## src/rtl/icache_subsystem.sv

```systemverilog
`default_nettype none
// ============================================================================
//  Module   : icache_subsystem
//  Purpose  : Read-only, direct-mapped instruction cache between the RV32I
//             fetch stage and main memory. 256-bit lines, 32-bit words.
//             A miss fetches a whole line through a request/status handshake
//             and then serves the word out of the cache.
//  Revision : 1.0 - initial release
// ----------------------------------------------------------------------------
//  Ports
//    clk         in   1    clock, rising edge
//    rst_n       in   1    asynchronous active-low reset
//    cache_read  in   1    fetch request for addr
//    addr        in   32   instruction byte address
//    mmem_status in   1    memory response valid (mmem_out holds the line)
//    mmem_out    in   256  line data, word k in bits [32k+31:32k]
//    mmem_r      out  1    line read request to memory
//    mmem_addr   out  32   line-aligned memory address
//    mmem_wdata  out  32   write data, tied to zero (cache never writes)
//    cache_out   out  32   selected instruction word (0 when not hit)
//    hit         out  1    cache_out valid this cycle
// ============================================================================
module icache_subsystem #(
    parameter int NUM_SETS = 16
) (
    input  logic         clk,
    input  logic         rst_n,
    input  logic         cache_read,
    input  logic [31:0]  addr,
    input  logic         mmem_status,
    input  logic [255:0] mmem_out,
    output logic         mmem_r,
    output logic [31:0]  mmem_addr,
    output logic [31:0]  mmem_wdata,
    output logic [31:0]  cache_out,
    output logic         hit
);

    localparam int INDEX_W = $clog2(NUM_SETS);
    localparam int TAG_W   = 27 - INDEX_W;

    localparam logic [0:0] S_IDLE  = 1'b0;
    localparam logic [0:0] S_FETCH = 1'b1;

    logic [0:0]          r_state;
    logic [0:0]          w_next_state;

    logic [NUM_SETS-1:0] r_valid;
    logic [TAG_W-1:0]    r_tag  [NUM_SETS];
    logic [255:0]        r_data [NUM_SETS];
    logic [26:0]         r_miss_addr;

    logic [INDEX_W-1:0]  w_index;
    logic [TAG_W-1:0]    w_tag;
    logic [2:0]          w_word;
    logic                w_lookup_hit;
    logic                w_miss;
    logic                w_fill;
    logic [INDEX_W-1:0]  w_miss_index;
    logic [TAG_W-1:0]    w_miss_tag;
    logic                w_unused;

    // ------------------------------------------------------------------
    // Address decode
    // ------------------------------------------------------------------
    assign w_word       = addr[4:2];
    assign w_index      = addr[5 +: INDEX_W];
    assign w_tag        = addr[31 -: TAG_W];
    assign w_miss_index = r_miss_addr[INDEX_W-1:0];
    assign w_miss_tag   = r_miss_addr[26 -: TAG_W];
    assign w_unused     = &{1'b0, addr[1:0]};

    // cache_read gates the whole term, so an X/Z address while idle
    // cannot reach the miss latch or the state register.
    assign w_lookup_hit = cache_read && r_valid[w_index] && (r_tag[w_index] == w_tag);
    assign w_miss       = (r_state == S_IDLE) && cache_read && !w_lookup_hit;
    assign w_fill       = (r_state == S_FETCH) && mmem_status;

    assign mmem_wdata   = 32'd0;

    // ------------------------------------------------------------------
    // State register and control state (async reset)
    // ------------------------------------------------------------------
    always_ff @(posedge clk or negedge rst_n) begin
        if (!rst_n) begin
            r_state     <= S_IDLE;
            r_valid     <= '0;
            r_miss_addr <= '0;
        end else begin
            r_state <= w_next_state;
            if (w_miss) begin
                r_miss_addr <= addr[31:5];
            end
            if (w_fill) begin
                r_valid[w_miss_index] <= 1'b1;
            end
        end
    end

    // Tag and data arrays carry no reset; the valid bits qualify them.
    // Reset forces the state to IDLE, so a fill in flight never lands.
    always_ff @(posedge clk) begin
        if (w_fill) begin
            r_tag[w_miss_index]  <= w_miss_tag;
            r_data[w_miss_index] <= mmem_out;
        end
    end

    // ------------------------------------------------------------------
    // Next-state logic
    // ------------------------------------------------------------------
    always_comb begin
        w_next_state = r_state;
        case (r_state)
            S_IDLE: begin
                if (cache_read && !w_lookup_hit) begin
                    w_next_state = S_FETCH;
                end
            end
            S_FETCH: begin
                if (mmem_status) begin
                    w_next_state = S_IDLE;
                end
            end
            default: w_next_state = S_IDLE;
        endcase
    end

    // ------------------------------------------------------------------
    // Output logic
    // ------------------------------------------------------------------
    always_comb begin
        hit       = 1'b0;
        cache_out = 32'd0;
        mmem_r    = 1'b0;
        mmem_addr = {addr[31:5], 5'b0};
        case (r_state)
            S_IDLE: begin
                hit = w_lookup_hit;
                if (w_lookup_hit) begin
                    cache_out = r_data[w_index][{w_word, 5'b0} +: 32];
                end
            end
            S_FETCH: begin
                mmem_r    = 1'b1;
                mmem_addr = {r_miss_addr, 5'b0};
            end
            default: begin
                hit = 1'b0;
            end
        endcase
    end

endmodule
`default_nettype wire

```

## config.mk

```make
export PLATFORM = sky130hd
export DESIGN_NAME = icache_subsystem
export DESIGN_NICKNAME = d
export VERILOG_FILES = /design/src/rtl/icache_subsystem.sv
export SDC_FILE = /design/constraint.sdc
export NUM_CORES = 2
export LEC_CHECK = 0
export CAP_MARGIN = 20
export CORE_UTILIZATION = 45
export CTS_BUF_LIST = sky130_fd_sc_hd__clkbuf_8
export CTS_CLUSTER_SIZE = 12
export DETAILED_ROUTE_END_ITERATION = 7
export DONT_BUFFER_PORTS = 1
export PLACE_DENSITY = 0.56
export REMOVE_ABC_BUFFERS = 1
export SKIP_LAST_GASP = 1
export SLEW_MARGIN = 25
export SYNTH_ARGS = -nofsm -noshare
export SYNTH_HDL_FRONTEND = slang
export SYNTH_MEMORY_MAX_BITS = 65536
export SYNTH_SLANG_ARGS = --single-unit
```

## constraint.sdc

```tcl
create_clock -name clk -period 54.9 [get_ports clk]
set_input_delay 5.49 -clock clk [delete_from_list [all_inputs] [get_ports clk]]
set_output_delay 5.49 -clock clk [all_outputs]
set_load 0.05 [all_outputs]
```

# ---- After elaboration in Yosys (flattened, before gate mapping)
# Memory sizes are Yosys's and may differ from the RTL's.
# Index checks and enable logic that the tools add are counted.
dict set report word_totals {
  regBits 44
  out_inout_bits 98
  input_bits 292
  memories 2
  ramBits 4464
}
# memory depth width rd rd_clocked_by_memory_dff write_ports line_no
set mem_list {}
lappend mem_list {r_data 16 256 1 0 1 50} ;# logic [255:0] r_data [NUM_SETS];
lappend mem_list {r_tag 16 23 1 0 1 49} ;# logic [TAG_W-1:0] r_tag [NUM_SETS];
dict set report op_classes {
  mux 14
  n_bitwise 2
  n_eq_ne 1
  shift 1
  reduce_logical 8
  n_lt_le_gt_ge 3
}
# op count
set ops {}
lappend ops {{$shiftx 256x9->32} 1}
lappend ops {{$mux 32} 3}
lappend ops {{$eq 23x23->1} 1}
lappend ops {{$or 16x16->16} 1}
lappend ops {{$lt 4x5->1 const B} 2}
lappend ops {{$mux 1} 8}
lappend ops {{$logic_and 1x1->1} 7}
lappend ops {{$bmux 1 s4} 1}
lappend ops {{$demux 1 s4} 1}
lappend ops {{$ge 4x1->1 const B} 1}
lappend ops {{$pmux 1 s2} 1}
lappend ops {{$logic_not 1->1} 1}
lappend ops {{$not 1->1} 1}

# ---- Longest topological paths before layout
dict set report depth {
  ltp_word 8
  depth_mapped 14
  ltp_nobuf 8
}

# ---- Least setup slack after synthesis
# Ideal clock, no wire load.
dict set report synth_path {
  path_type {input port to flip-flop}
  startpoint {input port mmem_status}
  endpoint {register r_valid[2]}
  n_path_buf 0
  required_time_ns 54.723
  stages 5
  slack_ns 28.536
  t_arrival_ns 26.186
  setup_ns 0.177
  path_cell_list {inv_1 -> nor2_1 -> nand3_1 -> nor3_1 -> or2_2}
}
dict set report synth_via {
  elab_chain_len 1
}
# item line_no
set synth_rtl {}
lappend synth_rtl {{start, declared} 30} ;# input logic mmem_status,
lappend synth_rtl {{$logic_and 1x1->1} 77} ;# assign w_fill = (r_state == S_FETCH) && mmem_status;
lappend synth_rtl {{end signal, assigned} 87} ;# r_valid <= '0;
lappend synth_rtl {{end signal, assigned by index} 95} ;# r_valid[w_miss_index] <= 1'b1;
lappend synth_rtl {{end, declared} 48} ;# logic [NUM_SETS-1:0] r_valid;
# No other way between the ends.
# A chain may end at the register's enable or synchronous reset.

# ---- Worst setup path in the final report
dict set report layout_path {
  startpoint {input port addr[5]}
  endpoint {output port cache_out[8]}
}
dict set report layout_via {
  elab_chain_len 6
}
# item line_no
set layout_rtl {}
lappend layout_rtl {{start, declared} 29} ;# input logic [31:0] addr,
lappend layout_rtl {{parallel branches: the longest is 4 deep, another holds $mem_v2 16x256} n/a}
lappend layout_rtl {{$mux 32 *} 140} ;# if (w_lookup_hit) begin
lappend layout_rtl {{$mux 32 *} 137} ;# case (r_state)
lappend layout_rtl {{end, declared} 35} ;# output logic [31:0] cache_out,
# Every way passes the cells marked *. The select of a mux whose other input is x is not followed.

==> metrics.csv <==
stage,metric,value,unit
setup_path,"Data required, critical path",49.41,ns
finish,Layout fillers,29700,
synth,synth cell count leaders,"edfxtp_1, mux4_2, clkbuf_1",
pwr,switch share,22.6,%
clocking,Root Driver,clkbuf_8,
pwr,Internal,0.00537,W
synth,mean area per synthesized cell,25.8,um2
clocking,TritonCTS clock tree,built,
global_routing,vias in the first global route,81800,
routing,DRC Markers,0,
global_routing,first-pass GRT wire length,583000,um
placed_design,DPL Wire Length,198000,um
job,max-cap viol count,0,
synth,Syn. warnings,0,
floorplan,Chip Width,620,um
synth,area share of the largest cell type after synthesis,78.0,%
timing,RSZ-0062 raised after global routing,no,
pwr,Max IR drop VDD,0.0000229,V
setup_path,R2R Setup Slk,49.55,ns
setup_path,CP max stage cell,nor2_1,
routing,antenna-violating nets left,0,
synth,Post-synth EDFFs,4464,
finish,final net count,7503,
worst_hold_path,min-delay worst type,reg2reg,
finish,area added between synthesis and finish,11.6,%
clocking,Post-CTS Setup Bufs,0,
timing,Final Slew Violations,0,
synth,leading area contributor after synthesis,edfxtp_1,
placed_design,placement-stage cell area,179000,um2
setup_path,Crit Path Class,in2out,
finish,ratio of cells with drive above 1 in the final layout,32.4,%
clocking,maximum clock path buffer count,4,
floorplan,Initial Util,45.3,%
setup_path,r2r worst-path depth,8,
synth,Post-synth top flop,edfxtp_1,
synth,asr flop ratio synth,0.976,%
routing,initial DRC count,6914,
setup_path,Crit path top cell by count,buf_16,
routing,per-cell routed wire length,32.0,um
synth,Seq cells post-synth,4508,
timing,Worst Tran Pin Value,1.30,ns
floorplan,core area,379000,um2
timing,min setup slack post-route,35.53,ns
finish,FF+latch area,135000,um2
setup_path,critical path launch point type,primary input,
clocking,htree depth,6,
placed_design,Port Buf Inserts,0,
timing,final worst-path cycle share,35.3,%
floorplan,Chip Height,620,um
pwr,Power Density,36.1,nW/um2
timing,setup tns final,0,ns
setup_path,"Max FO, Critical Path",120,
pwr,Power Total,0.00693,W
synth,Gate Count Post-Synth,6672,
global_routing,GRT overflow,0,
timing,WHS,0.466,ns
routing,DR vias/cell,5.90,
timing,final setup fails,0,
clocking,CTS resizes,0,
pwr,Comb power frac,5.3,%
setup_path,CP arrival,13.88,ns
finish,fin area,192000,um2
setup_path,CP max stage delay,0.92,ns
placed_design,Placement Setup Slack,35.39,ns
synth,sequential fraction of the synthesis area,78.6,%
pwr,clock network fraction of design power,38.1,%
floorplan,Rows,226,
global_routing,Tot GR Track Use,21.3,%
clocking,CTS Hold Bufs,0,
timing,Final Hold Viols,0,
timing,Worst slew margin,13.1,%
synth,"top cells by area, synth","edfxtp_1, mux4_2, dfrtp_1",
synth,most frequent cell after synthesis,edfxtp_1,
clocking,clock latency on the worst-skew pair,1.22,ns
clocking,"Reg clk slew, reported paths",0.06,ns
placed_design,GPL Wtd Cong,0.714,
routing,1st-pass router iterations,7,
floorplan,IO Count,390,
finish,area occupied by multi-input gates,35200,um2
setup_path,crit-path cells,buf_16 > buf_16 > buf_16 > buf_16 > buf_16 > buf_16 > buf_16 > mux4_2 > mux4_2 > xor2_1 > nor4_1 > o221ai_1 > a221oi_2 > nand3b_1 > buf_4 > nor2_1,
global_routing,initial antenna violation count,11,
worst_hold_path,worst hold path stage count,1,
routing,via count,75600,
timing,final worst path period need,19.37,ns
routing,drt total wl,410000,um
global_routing,maximum number of pins on one net before global-route repair,289,
setup_path,Critical Path End Type,primary output,
pwr,switching power,0.00157,W
pwr,leak pwr,59.9,nW
timing,Fmax,0.0516,GHz
pwr,register share of total power,56.7,%
clocking,CTS sink cnt,4508,
synth,Synth cell types,57,
synth,Synth Cell Area,172000,um2
clocking,Inserted Clock Buffers,730,
timing,worst clock skew,0.0739,ns
floorplan,area of the die,384000,um2
run_status,status,completed,
-- layer usage --
layer / track usage, % / part of all wire [%]
met1: 28.9 / 41
met2: 35.2 / 49
met3: 5.05 / 7.2
met5: 0 / 0.0032
met4: 4.93 / 2.0
-- worst max-delay path, delay by kind of cell --
kind / cells / cell delay [ns]
AOI/OAI and AO/OA: 2 / 0.80
and+or+nand+nor: 3 / 1.66
muxes: 2 / 1.13
xor gates and xnor gates: 1 / 0.17
buffers and inverters: 8 / 3.85
-- through the flow --
stage / std cells / utilization, %
5_1_grt: 12800 / 50.5
3_3_place_gp: 11500 / 47.0
3_5_place_dp: 11500 / 47.1
2_1_floorplan: 6326 / -
4_1_cts: 12800 / 50.5
6_report: 12800 / 50.5
-- kinds of logic after synthesis --
family / Yosys count / synth area share, %
AND/OR/NAND/NOR: 125 / 0.353
flip-flops: 4508 / 78.6
XOR/XNOR: 22 / 0.112
multiplexers: 1558 / 19.6
AO/OA/AOI/OAI: 65 / 0.282
buffers and inverters: 393 / 1.07
other: 1 / 0.00218
-- layout by cell type (no fill, tap or decap), drive strengths merged, types with 17 or more instances in the layout --
master / n
buf: 153
clkbuf: 742
clkinv: 230
conb: 37
dfrtp: 44
edfxtp: 4464
inv: 326
mux2: 58
mux2i: 65
mux4: 1435
nand2: 19
nor2: 51
or2: 17
-- power by group through the flow --
stage / clock network [W] / registers, W / logic (W)
after CTS: 0.00271 / 0.00393 / 0.000372
after global placement: 0 / 0.00399 / 0.000369
after global routing: 0.00285 / 0.00393 / 0.000386
after floorplan: 0 / 0.00403 / 0.000237
final: 0.00264 / 0.00393 / 0.000364
after detailed placement: 0 / 0.00400 / 0.000371
-- area by class of cell --
type                    count  share of cell area [%]
repair buffers            153                    1.03
flip-flops and latches   4508                    70.5
inverters                  11                  0.0254
diodes                      8                  0.0104
clock buffers             742                    5.32
clock inverters           566                    1.53
multi-input cells        1807                    18.3
well taps                5016                    3.27
-- flip-flops by register name, summed over array words and instances, names as in the netlist --
name,cells
r_data,4096
r_miss_addr,27
r_state,1
r_tag,368
r_valid,16
-- final timing paths --
kind | startpoint | endpoint
max in group asynchronous | rst_n | r_valid[2]
worst max-delay path | addr[5] | cache_out[8]
worst min-delay path | r_valid[11] | r_valid[11]
min in group asynchronous | rst_n | r_state
worst max register to register | r_state | r_data[5][44]
worst min register to register | r_valid[11] | r_valid[11]
Power figures use the tool's default switching activity.
